$ cat src/rtl/rob_commit_if.sv
// Bundle of the ROB-head, store-queue and retire-side signals around the commit stage.
// The master side is the ROB/store queue, and the slave side is rob_commit.
interface rob_commit_if #(
  parameter int ROB_IDX_W = 5
);
  logic                 head_valid_i;
  logic                 head_done_i;
  logic [ROB_IDX_W-1:0] head_rob_idx_i;
  logic                 head_regf_we_i;
  logic [4:0]           head_rd_addr_i;
  logic [31:0]          head_rd_data_i;
  logic [31:0]          head_pc_i;
  logic                 head_is_store_i;
  logic                 head_br_en_i;
  logic [31:0]          head_pc_new_i;
  logic                 store_ack_i;

  logic                 dequeue_o;
  logic                 store_req_o;
  logic [ROB_IDX_W-1:0] store_rob_idx_o;
  logic                 regf_we_o;
  logic [4:0]           regf_rd_addr_o;
  logic [31:0]          regf_rd_data_o;
  logic [ROB_IDX_W-1:0] commit_rob_idx_o;
  logic                 commit_valid_o;
  logic [31:0]          commit_pc_o;
  logic [63:0]          order_o;
  logic                 flush_o;
  logic [31:0]          redirect_pc_o;

  modport master (
    output head_valid_i, head_done_i, head_rob_idx_i, head_regf_we_i, head_rd_addr_i,
           head_rd_data_i, head_pc_i, head_is_store_i, head_br_en_i, head_pc_new_i,
           store_ack_i,
    input  dequeue_o, store_req_o, store_rob_idx_o, regf_we_o, regf_rd_addr_o,
           regf_rd_data_o, commit_rob_idx_o, commit_valid_o, commit_pc_o, order_o,
           flush_o, redirect_pc_o
  );

  modport slave (
    input  head_valid_i, head_done_i, head_rob_idx_i, head_regf_we_i, head_rd_addr_i,
           head_rd_data_i, head_pc_i, head_is_store_i, head_br_en_i, head_pc_new_i,
           store_ack_i,
    output dequeue_o, store_req_o, store_rob_idx_o, regf_we_o, regf_rd_addr_o,
           regf_rd_data_o, commit_rob_idx_o, commit_valid_o, commit_pc_o, order_o,
           flush_o, redirect_pc_o
  );
endinterface

$ cat src/rtl/rob_commit.sv
// In-order retirement stage: retires the ROB head and drives the register-file write port.
// It also holds stores until the store queue acknowledges them, and flushes the pipeline on a redirect.
module rob_commit #(
  parameter int ROB_IDX_W    = 5,
  parameter int FLUSH_CYCLES = 2
) (
  input logic         clk,
  input logic         rst,
  rob_commit_if.slave rob
);

  localparam logic [1:0] RUN        = 2'd0;
  localparam logic [1:0] STORE_WAIT = 2'd1;
  localparam logic [1:0] DRAIN      = 2'd2;

  logic [1:0]           state;
  logic [3:0]           drain_cnt;
  logic                 ready;
  logic                 deq;
  logic [ROB_IDX_W-1:0] head_idx;

  assign ready    = rob.head_valid_i & rob.head_done_i;
  assign head_idx = rob.head_rob_idx_i;

  // Stores retire only in the cycle in which the store queue acks. In DRAIN, the head is ignored.
  always_comb begin
    deq = 1'b0;
    case (state)
      RUN:        deq = ready & ~rob.head_is_store_i;
      STORE_WAIT: deq = rob.store_ack_i;
      default:    deq = 1'b0;
    endcase
  end

  assign rob.dequeue_o = deq & rst;

  always_ff @(posedge clk or negedge rst) begin
    if (!rst) begin
      state                <= RUN;
      drain_cnt            <= 4'd0;
      rob.store_req_o      <= 1'b0;
      rob.store_rob_idx_o  <= '0;
      rob.regf_we_o        <= 1'b0;
      rob.regf_rd_addr_o   <= 5'd0;
      rob.regf_rd_data_o   <= 32'd0;
      rob.commit_rob_idx_o <= '0;
      rob.commit_valid_o   <= 1'b0;
      rob.commit_pc_o      <= 32'd0;
      rob.order_o          <= 64'd0;
      rob.flush_o          <= 1'b0;
      rob.redirect_pc_o    <= 32'd0;
    end else begin
      rob.commit_valid_o <= 1'b0;
      rob.regf_we_o      <= 1'b0;
      rob.flush_o        <= 1'b0;

      if (deq) begin
        rob.commit_valid_o   <= 1'b1;
        rob.commit_rob_idx_o <= head_idx;
        rob.commit_pc_o      <= rob.head_pc_i;
        rob.regf_we_o        <= rob.head_regf_we_i & (rob.head_rd_addr_i != 5'd0);
        rob.regf_rd_addr_o   <= rob.head_rd_addr_i;
        rob.regf_rd_data_o   <= rob.head_rd_data_i;
        rob.order_o          <= rob.order_o + 64'd1;
      end

      case (state)
        RUN: begin
          if (ready && rob.head_is_store_i) begin
            state               <= STORE_WAIT;
            rob.store_req_o     <= 1'b1;
            rob.store_rob_idx_o <= head_idx;
          end else if (ready && rob.head_br_en_i) begin
            state             <= DRAIN;
            drain_cnt         <= 4'(FLUSH_CYCLES);
            rob.flush_o       <= 1'b1;
            rob.redirect_pc_o <= rob.head_pc_new_i;
          end
        end
        STORE_WAIT: begin
          if (rob.store_ack_i) begin
            state           <= RUN;
            rob.store_req_o <= 1'b0;
          end
        end
        DRAIN: begin
          // Loaded with FLUSH_CYCLES, so leaving at 1 gives exactly FLUSH_CYCLES drain cycles
          drain_cnt <= drain_cnt - 4'd1;
          if (drain_cnt <= 4'd1) begin
            state <= RUN;
          end
        end
        default: state <= RUN;
      endcase
    end
  end

endmodule

$ cat src/flat_wrapper.sv
// flat-port wrapper written by rule: the top's interface ports become plain ports
module rob_commit_flat 
#(
  parameter int ROB_IDX_W    = 5,
  parameter int FLUSH_CYCLES = 2
)
  (clk, rst, rob_head_valid_i, rob_head_done_i, rob_head_rob_idx_i, rob_head_regf_we_i, rob_head_rd_addr_i, rob_head_rd_data_i, rob_head_pc_i, rob_head_is_store_i, rob_head_br_en_i, rob_head_pc_new_i, rob_store_ack_i, rob_dequeue_o, rob_store_req_o, rob_store_rob_idx_o, rob_regf_we_o, rob_regf_rd_addr_o, rob_regf_rd_data_o, rob_commit_rob_idx_o, rob_commit_valid_o, rob_commit_pc_o, rob_order_o, rob_flush_o, rob_redirect_pc_o);
  rob_commit_if #(.ROB_IDX_W(ROB_IDX_W)) rob_i ();
  input logic clk;
  input logic rst;
  input wire logic [$bits(rob_i.head_valid_i)-1:0] rob_head_valid_i;
  input wire logic [$bits(rob_i.head_done_i)-1:0] rob_head_done_i;
  input wire logic [$bits(rob_i.head_rob_idx_i)-1:0] rob_head_rob_idx_i;
  input wire logic [$bits(rob_i.head_regf_we_i)-1:0] rob_head_regf_we_i;
  input wire logic [$bits(rob_i.head_rd_addr_i)-1:0] rob_head_rd_addr_i;
  input wire logic [$bits(rob_i.head_rd_data_i)-1:0] rob_head_rd_data_i;
  input wire logic [$bits(rob_i.head_pc_i)-1:0] rob_head_pc_i;
  input wire logic [$bits(rob_i.head_is_store_i)-1:0] rob_head_is_store_i;
  input wire logic [$bits(rob_i.head_br_en_i)-1:0] rob_head_br_en_i;
  input wire logic [$bits(rob_i.head_pc_new_i)-1:0] rob_head_pc_new_i;
  input wire logic [$bits(rob_i.store_ack_i)-1:0] rob_store_ack_i;
  output wire logic [$bits(rob_i.dequeue_o)-1:0] rob_dequeue_o;
  output wire logic [$bits(rob_i.store_req_o)-1:0] rob_store_req_o;
  output wire logic [$bits(rob_i.store_rob_idx_o)-1:0] rob_store_rob_idx_o;
  output wire logic [$bits(rob_i.regf_we_o)-1:0] rob_regf_we_o;
  output wire logic [$bits(rob_i.regf_rd_addr_o)-1:0] rob_regf_rd_addr_o;
  output wire logic [$bits(rob_i.regf_rd_data_o)-1:0] rob_regf_rd_data_o;
  output wire logic [$bits(rob_i.commit_rob_idx_o)-1:0] rob_commit_rob_idx_o;
  output wire logic [$bits(rob_i.commit_valid_o)-1:0] rob_commit_valid_o;
  output wire logic [$bits(rob_i.commit_pc_o)-1:0] rob_commit_pc_o;
  output wire logic [$bits(rob_i.order_o)-1:0] rob_order_o;
  output wire logic [$bits(rob_i.flush_o)-1:0] rob_flush_o;
  output wire logic [$bits(rob_i.redirect_pc_o)-1:0] rob_redirect_pc_o;
  assign rob_i.head_valid_i = rob_head_valid_i;
  assign rob_i.head_done_i = rob_head_done_i;
  assign rob_i.head_rob_idx_i = rob_head_rob_idx_i;
  assign rob_i.head_regf_we_i = rob_head_regf_we_i;
  assign rob_i.head_rd_addr_i = rob_head_rd_addr_i;
  assign rob_i.head_rd_data_i = rob_head_rd_data_i;
  assign rob_i.head_pc_i = rob_head_pc_i;
  assign rob_i.head_is_store_i = rob_head_is_store_i;
  assign rob_i.head_br_en_i = rob_head_br_en_i;
  assign rob_i.head_pc_new_i = rob_head_pc_new_i;
  assign rob_i.store_ack_i = rob_store_ack_i;
  assign rob_dequeue_o = rob_i.dequeue_o;
  assign rob_store_req_o = rob_i.store_req_o;
  assign rob_store_rob_idx_o = rob_i.store_rob_idx_o;
  assign rob_regf_we_o = rob_i.regf_we_o;
  assign rob_regf_rd_addr_o = rob_i.regf_rd_addr_o;
  assign rob_regf_rd_data_o = rob_i.regf_rd_data_o;
  assign rob_commit_rob_idx_o = rob_i.commit_rob_idx_o;
  assign rob_commit_valid_o = rob_i.commit_valid_o;
  assign rob_commit_pc_o = rob_i.commit_pc_o;
  assign rob_order_o = rob_i.order_o;
  assign rob_flush_o = rob_i.flush_o;
  assign rob_redirect_pc_o = rob_i.redirect_pc_o;
  rob_commit #(.ROB_IDX_W(ROB_IDX_W), .FLUSH_CYCLES(FLUSH_CYCLES)) u_core (.clk(clk), .rst(rst), .rob(rob_i));
endmodule
$ cat config.mk
export PLATFORM = sky130hd
export DESIGN_NAME = rob_commit_flat
export DESIGN_NICKNAME = d
export VERILOG_FILES = /design/src/rtl/rob_commit_if.sv /design/src/rtl/rob_commit.sv /design/src/flat_wrapper.sv
export SDC_FILE = /design/constraint.sdc
export NUM_CORES = 1
export LEC_CHECK = 0
export ABC_AREA = 1
export CAP_MARGIN = 40
export CORE_MARGIN = 1.5
export CORE_UTILIZATION = 35
export CTS_CLUSTER_SIZE = 10
export DETAILED_ROUTE_END_ITERATION = 6
export SYNTH_ARGS = -nofsm -noshare
export SYNTH_HDL_FRONTEND = slang
export SYNTH_SLANG_ARGS = --single-unit
$ cat constraint.sdc
create_clock -name clk -period 4.2 [get_ports clk]
set_clock_uncertainty 0.1 [all_clocks]
set_input_delay 0.42 -clock clk [delete_from_list [all_inputs] [get_ports clk]]
set_output_delay 0.42 -clock clk [all_outputs]
set_load 0.005 [all_outputs]
==> run summary, run 1 <==
Yosys top cell area share - 53.2%
Fillers - 2367
Buffers on Ports - 293
Worst setup EP type - output port
commonest cells in the netlist - nand2_1, dfrtp_1, nor2_1
Worst EP required - 3.68 ns
area of the multi-input gates - 0.00366 mm2
Root Buffer - clkbuf_16
Startpoint Class - primary input
Avg Cell Area, Syn - 8.32 um2
Cells after Synth - 1046
EDFF count, synth - 0
Clk Latency, worst-skew pair - 0.44 ns
CTS buffer count - 17
Hold WC Path Type - reg2reg
initial antenna violation count - 0
H-tree levels - 4
Via density - 4.58
max-cap violations - 0
Core Region - 0.0243 mm2
Cell Chain, Critical Path - dlygate4sd3_1 > clkbuf_8 > inv_1 > nor2_1 > clkdlybuf4s50_1
syn_nets - 1163
RSZ-0062 raised after global routing - false
metal2 WL - 11900 um
final setup vio count - 0
DR WL/cell - 15.4 um
final hold slack - 0.371 ns
Vias - 7676
min Tclk post-route - 2.55 ns
met3 WL - 1880 um
Max rail drop VDD - 0.224 mV
Tightest Pin Transition - 0.824 ns
post-DP HPWL - 19200 um
Post-Route M1 WL - 11700 um
synth top area cells - dfrtp_1, nand2_1, nor2_1
RR Startpoint - u_core.state[0]$_DFFE_PN0P_
Pins Over Slew Limit - 0
Iter 0 DRT Violations - 558
Top delay family on crit path - buffers and inverters
GPL Wtd Cong - 0.852
I/O pin total - 294
Seq. cell area - 0.00463 mm2
Leakage Power - 5.74 nW
fmax - 392 MHz
P&R area growth vs syn - 44.0%
final hold vios - 0
most frequent cell after synthesis - nand2_1
first-pass GRT wire length - 41600 um
gr usage total - 20.6%
count of different cell masters after synthesis - 35
crit share post-route - 60.8%
ys async rst share - 100%
NumNets Final - 1455
WP buf/inv - 4
critical path's largest stage delay - 0.54 ns
Pre-Repair DR Iteration Count - 5
largest area contributor in the netlist - dfrtp_1
CTS Sinks - 185
largest net degree at the start of global routing - 99
vias in the first global route - 7435
Die X - 161 um
Die Area - 0.0258 mm2
PD cells - 505 mW/mm2
Yosys reg bits - 185
layout cells sized above 1 - 6.88%
TNS Setup - 0 ns
type of the worst setup path - in2out
cts repair resizes - 0
sequential share of the synthesized area - 53.2%
Starting Density - 35.8%
CTS tree - done
DRC viols - 0
HP Start - u_core.rob.regf_rd_data_o[29]$_DFFE_PN0P_
CP Max Fanout - 41
floorplan row count - 57
worst relative slew slack - 45.1%
ANT cells - 0
status - completed
GRT overflow - 0
Most used DFF post-synth - dfrtp_1
critical path launch point - rst
crit path DAT - 2.03 ns
CP max stage cell - dlygate4sd3_1
Reg clk slew, reported paths - 0.07 ns
Clock Tree Buf Depth - 2
Routed WL - 25800 um
Syn Std Cell Area - 0.00870 mm2
uppermost layer routed - met4
chip height - 161 um
Final ANT Viol Nets - 0
yosys warns - 0
per-stage QoR:
step | area (um2) | utilization [%] | total power [W] | setup slack [ns] | std cells
after floorplan | 8700 | - | 0.00334 | 2.42 | 1046
final | 12500 | 51.5 | 0.00633 | 1.65 | 1675
after global placement | 11900 | 49.0 | 0.00473 | 1.64 | 1642
after CTS | 12500 | 51.5 | 0.00643 | 1.61 | 1675
after detailed placement | 11900 | 49.0 | 0.00475 | 1.61 | 1642
after global routing | 12500 | 51.5 | 0.00673 | 1.50 | 1675
cell usage in the layout, fill, tap and decap left out, drive strengths merged:
cell,count
nand2,511
clkdlybuf4s50,292
dfrtp,185
nor2,106
inv,75
nand3,39
xnor2,26
clkbuf,20
nand4,19
o21ai,18
nor3,16
xor2,14
nand3b,11
buf,4
ha,3
nor4,2
clkinv,2
a22oi,1
a21oi,1
o31ai,1
nor3b,1
and2,1
bufinv,1
clkinvlp,1
dlygate4sd3,1
worst reg2reg max path, stage by stage (launching register included):
cell	delay (ns)
dfrtp_1	0.46
nor2_4	0.19
nand3_4	0.12
nand2_8	0.44
nand3_2	0.36
nor2_2	0.21
nand2_1	0.08
nand2_1	0.07
nand2_1	0.06
flip-flops by register name, indices dropped and copies added, names as in the netlist, 2 cells and up:
signal / cells
u_core.state: 2
u_core.rob.commit_rob_idx_o: 5
u_core.rob.redirect_pc_o: 32
u_core.rob.order_o: 64
u_core.rob.regf_rd_data_o: 32
u_core.drain_cnt: 4
u_core.rob.regf_rd_addr_o: 5
u_core.rob.commit_pc_o: 32
u_core.rob.store_rob_idx_o: 5
logic make-up (layout without fill, tap and decap cells):
| group | Yosys count | after routing | synth area share (%) |
|---|---|---|---|
| compound gates | 21 | 21 | 1.27 |
| xor+xnor | 40 | 40 | 4.29 |
| fa+ha+maj | 3 | 3 | 0.432 |
| buf+inv | 91 | 396 | 4.70 |
| flops | 185 | 185 | 53.2 |
| simple gates | 706 | 706 | 36.1 |
power by group:
| part | switching [W] | internal, W |
|---|---|---|
| sequential | 0.000305 | 0.00232 |
| combinational | 0.000843 | 0.00122 |
| clock | 0.000763 | 0.000879 |
| total | 0.00191 | 0.00442 |
final timing paths:
| check | endpoint | slack, ns | cells past startpoint |
|---|---|---|---|
| setup / recovery | rob_dequeue_o | 1.65 | 5 |
| hold / removal | u_core.rob.regf_rd_data_o[29]$_DFFE_PN0P_ | 0.37 | 2 |
| setup reg to reg | u_core.rob.order_o[48]$_DFFE_PN0P_ | 2.02 | 8 |
| hold reg to reg | u_core.rob.regf_rd_data_o[29]$_DFFE_PN0P_ | 0.37 | 2 |
| max in group asynchronous | u_core.rob.store_rob_idx_o[3]$_DFFE_PN0P_ | 2.66 | 3 |
| min in group asynchronous | u_core.rob.regf_rd_data_o[16]$_DFFE_PN0P_ | 0.39 | 2 |
layout make-up:
cell class | count | share of cell area (%)
clock inverter | 13 | 1.15
timing repair buffer | 298 | 23.9
inverter | 66 | 1.98
tap | 324 | 3.24
multi-input combinational | 770 | 29.2
sequential | 185 | 37.0
clock buffer | 19 | 3.62
routing by layer:
layer	up-vias	GRT usage, %
met4	0	5.65
met2	278	32.6
met3	23	4.65
met5	-	0
li1	3814	-
met1	3561	28.4
repair_timing:
item                      4_1_cts  5_1_grt
buffers inserted                0        0
hold buffers                    1        0
hold endpoints to repair       38        0
No activity file was read; power rests on OpenSTA's default activity.
==> run 2: changes to the inputs <==
==> constraint.sdc (replaced) <==
create_clock -name clk -period 2.4 [get_ports clk]
set_clock_uncertainty 0.1 [all_clocks]
set_input_delay 0.24 -clock clk [delete_from_list [all_inputs] [get_ports clk]]
set_output_delay 0.24 -clock clk [all_outputs]
set_load 0.005 [all_outputs]
==> run 2 against run 1 <==
Net effect:
- die area is the same
- clock power grew 82%
- the flow now finishes with violations (negative hold slack)
- core utilization grew 0.31 points
- largest cell class unchanged
==> run summary, run 2 (synthesis gave the netlist of run 1 again) <==
CTS buffer count - 17 (unchanged)
vias in the first global route - 7547 (+1.5%)
Layout Cells excl Fill - 1682 (+0.42%)
GRT overflow - 0 (unchanged)
CTS tree - done
post-CTS setup buffers - 0 (unchanged)
commonest non-fill, non-tap cells in the layout - nand2_1, clkdlybuf4s50_1, dfrtp_1
PD cells - 890 mW/mm2 (+76%)
Starting Density - 35.8% (unchanged)
Max rail drop VDD - 0.481 mV (+110%)
status - finished, violations left
Clock Tree Buf Depth - 2 (unchanged)
cts repair resizes - 0 (unchanged)
TNS Setup - 0 ns (unchanged)
crit path DAT - 1.94 ns (-0.09 ns)
max-cap violations - 0 (unchanged)
final hold vios - 51 (+51)
CTS hold repair buffers - 0 (-1)
initial antenna violation count - 2 (+2)
Vias - 7764 (+1.1%)
Most Frequent Cell on Critical Path - nor2_4
Buffers on Ports - 293 (unchanged)
Clk Latency, worst-skew pair - 0.43 ns (about the same)
RSZ-0062 raised after global routing - false
worst relative slew slack - 34.4% (-11 points)
post-DP HPWL - 19300 um (+0.48%)
largest net degree at the start of global routing - 186 (+88%)
final instance area - 0.0126 mm2 (+0.60%)
Hold WC Path Type - in2async
CP max stage cell - clkdlybuf4s50_1
Reg clk slew, reported paths - 0.08 ns (about the same)
P&R area growth vs syn - 44.9%
Top delay family on crit path - buffers and inverters
gr usage total - 20.5% (-0.16 points)
chip height - 161 um (unchanged)
H-tree levels - 4 (unchanged)
NumNets Final - 1461 (+0.41%)
DR WL/cell - 15.4 um (-0.20%)
Fillers - 2350 (-0.72%)
area of the multi-input gates - 0.00366 mm2 (unchanged)
GPL Wtd Cong - 0.881 (+3.4%)
Tightest Pin Transition - 0.984 ns (+0.160 ns)
Seq. cell area - 0.00463 mm2 (unchanged)
WP buf/inv - 2 (-2)
Worst EP required - 2.06 ns (-1.62 ns)
floorplan row count - 57 (unchanged)
layout cells sized above 1 - 7.37% (+0.49 points)
first-pass GRT wire length - 41400 um (-0.58%)
critical path's largest stage delay - 0.53 ns (about the same)
commonest non-fill, non-tap cell in the layout - nand2_1
Pre-Repair DR Iteration Count - 5 (unchanged)
Cell Chain, Critical Path - nor2_4 > inv_2 > nor2_2 > nor2_4 > nor2_1 > clkdlybuf4s50_1
Worst setup EP type - output port
Core Region - 0.0243 mm2 (unchanged)
final setup vio count - 0 (unchanged)
I/O pin total - 294 (unchanged)
fmax - 439 MHz
Root Buffer - clkbuf_16
CTS Sinks - 185 (unchanged)
Routed WL - 25900 um (+0.22%)
min Tclk post-route - 2.28 ns
DRC viols - 0 (unchanged)
Iter 0 DRT Violations - 594 (+6.5%)
Pins Over Slew Limit - 0 (unchanged)
Die Area - 0.0258 mm2 (unchanged)
Startpoint Class - flop
Via density - 4.62 (+0.73%)
type of the worst setup path - reg2out
CP Max Fanout - 4 (-90%)
placed inst area - 0.0120 mm2 (+0.55%)
Leakage Power - 5.78 nW (+0.73%)
Die X - 161 um (unchanged)
max reg flops - 64 (unchanged)
final hold slack - -0.0441 ns (-0.415 ns)
failing checks - negative hold slack
Final ANT Viol Nets - 0 (unchanged)
placed cells - 1649 (+0.43%)
largest register by flop count - u_core.rob.order_o
crit share post-route - 94.8%
==> run 2: cell types whose count changed in the layout (fill, tap and decap cells not counted), sizes merged <==
cell | previous run | this run
dlygate4sd3 | 1 | 0
diode | 0 | 1
buf | 4 | 11
bufinv | 1 | 2
clkbuf | 20 | 19
==> run 2: final cells by class <==
cell class                      instances  area share [%]
Antenna cell                            1          0.0199
Clock buffer                           18            3.48
Clock inverter                         14            1.39
Inverter                               66            1.97
Multi-Input combinational cell        770            29.0
Sequential cell                       185            36.7
Tap cell                              324            3.22
Timing Repair Buffer                  304            24.2
==> run 2: where the power goes <==
group	leakage (nW)	switching, W	internal (W)
Sequential	2.39	0.000551	0.00406
Clock	0.301	0.00137	0.00162
Combinational	3.08	0.00147	0.00216
Total	5.78	0.00338	0.00783
==> run 2: through the flow <==
stage               worst slack (ns)  util (%)  power (W)
floorplan                      0.771         -    0.00585
global placement               0.352      49.3    0.00829
detailed placement             0.318      49.3    0.00834
CTS                           0.0937      51.8     0.0114
global route                  0.0442      51.8     0.0119
finish                         0.125      51.8     0.0112
==> run 2: metal layers <==
layer,up-vias,track usage (%),share of wire (%)
met5,-,0,0.050
met4,2,7.14,2.1
met3,38,4.65,6.7
met2,268,32.5,45
met1,3622,27.5,46
li1,3834,-,-
==> run 2: worst paths after layout <==
kind                                                                start                                   endpoint  slack, ns  depth (start not counted)
worst min register to register  u_core.rob.regf_rd_data_o[14]$_DFFE_PN0P_  u_core.rob.regf_rd_data_o[14]$_DFFE_PN0P_       0.37                          2
worst min-delay path                                                  rst      u_core.rob.commit_pc_o[6]$_DFFE_PN0P_      -0.04                          2
worst max-delay path                          u_core.state[0]$_DFFE_PN0P_                              rob_dequeue_o       0.12                          6
max in group asynchronous                                             rst            u_core.drain_cnt[0]$_DFFE_PN0P_       1.56                          2
min in group clk                                     rob_head_pc_new_i[9]    u_core.rob.redirect_pc_o[9]$_DFFE_PN0P_       0.23                          3
worst max register to register          u_core.rob.order_o[0]$_DFFE_PN0P_         u_core.rob.order_o[48]$_DFFE_PN0P_       0.54                         10
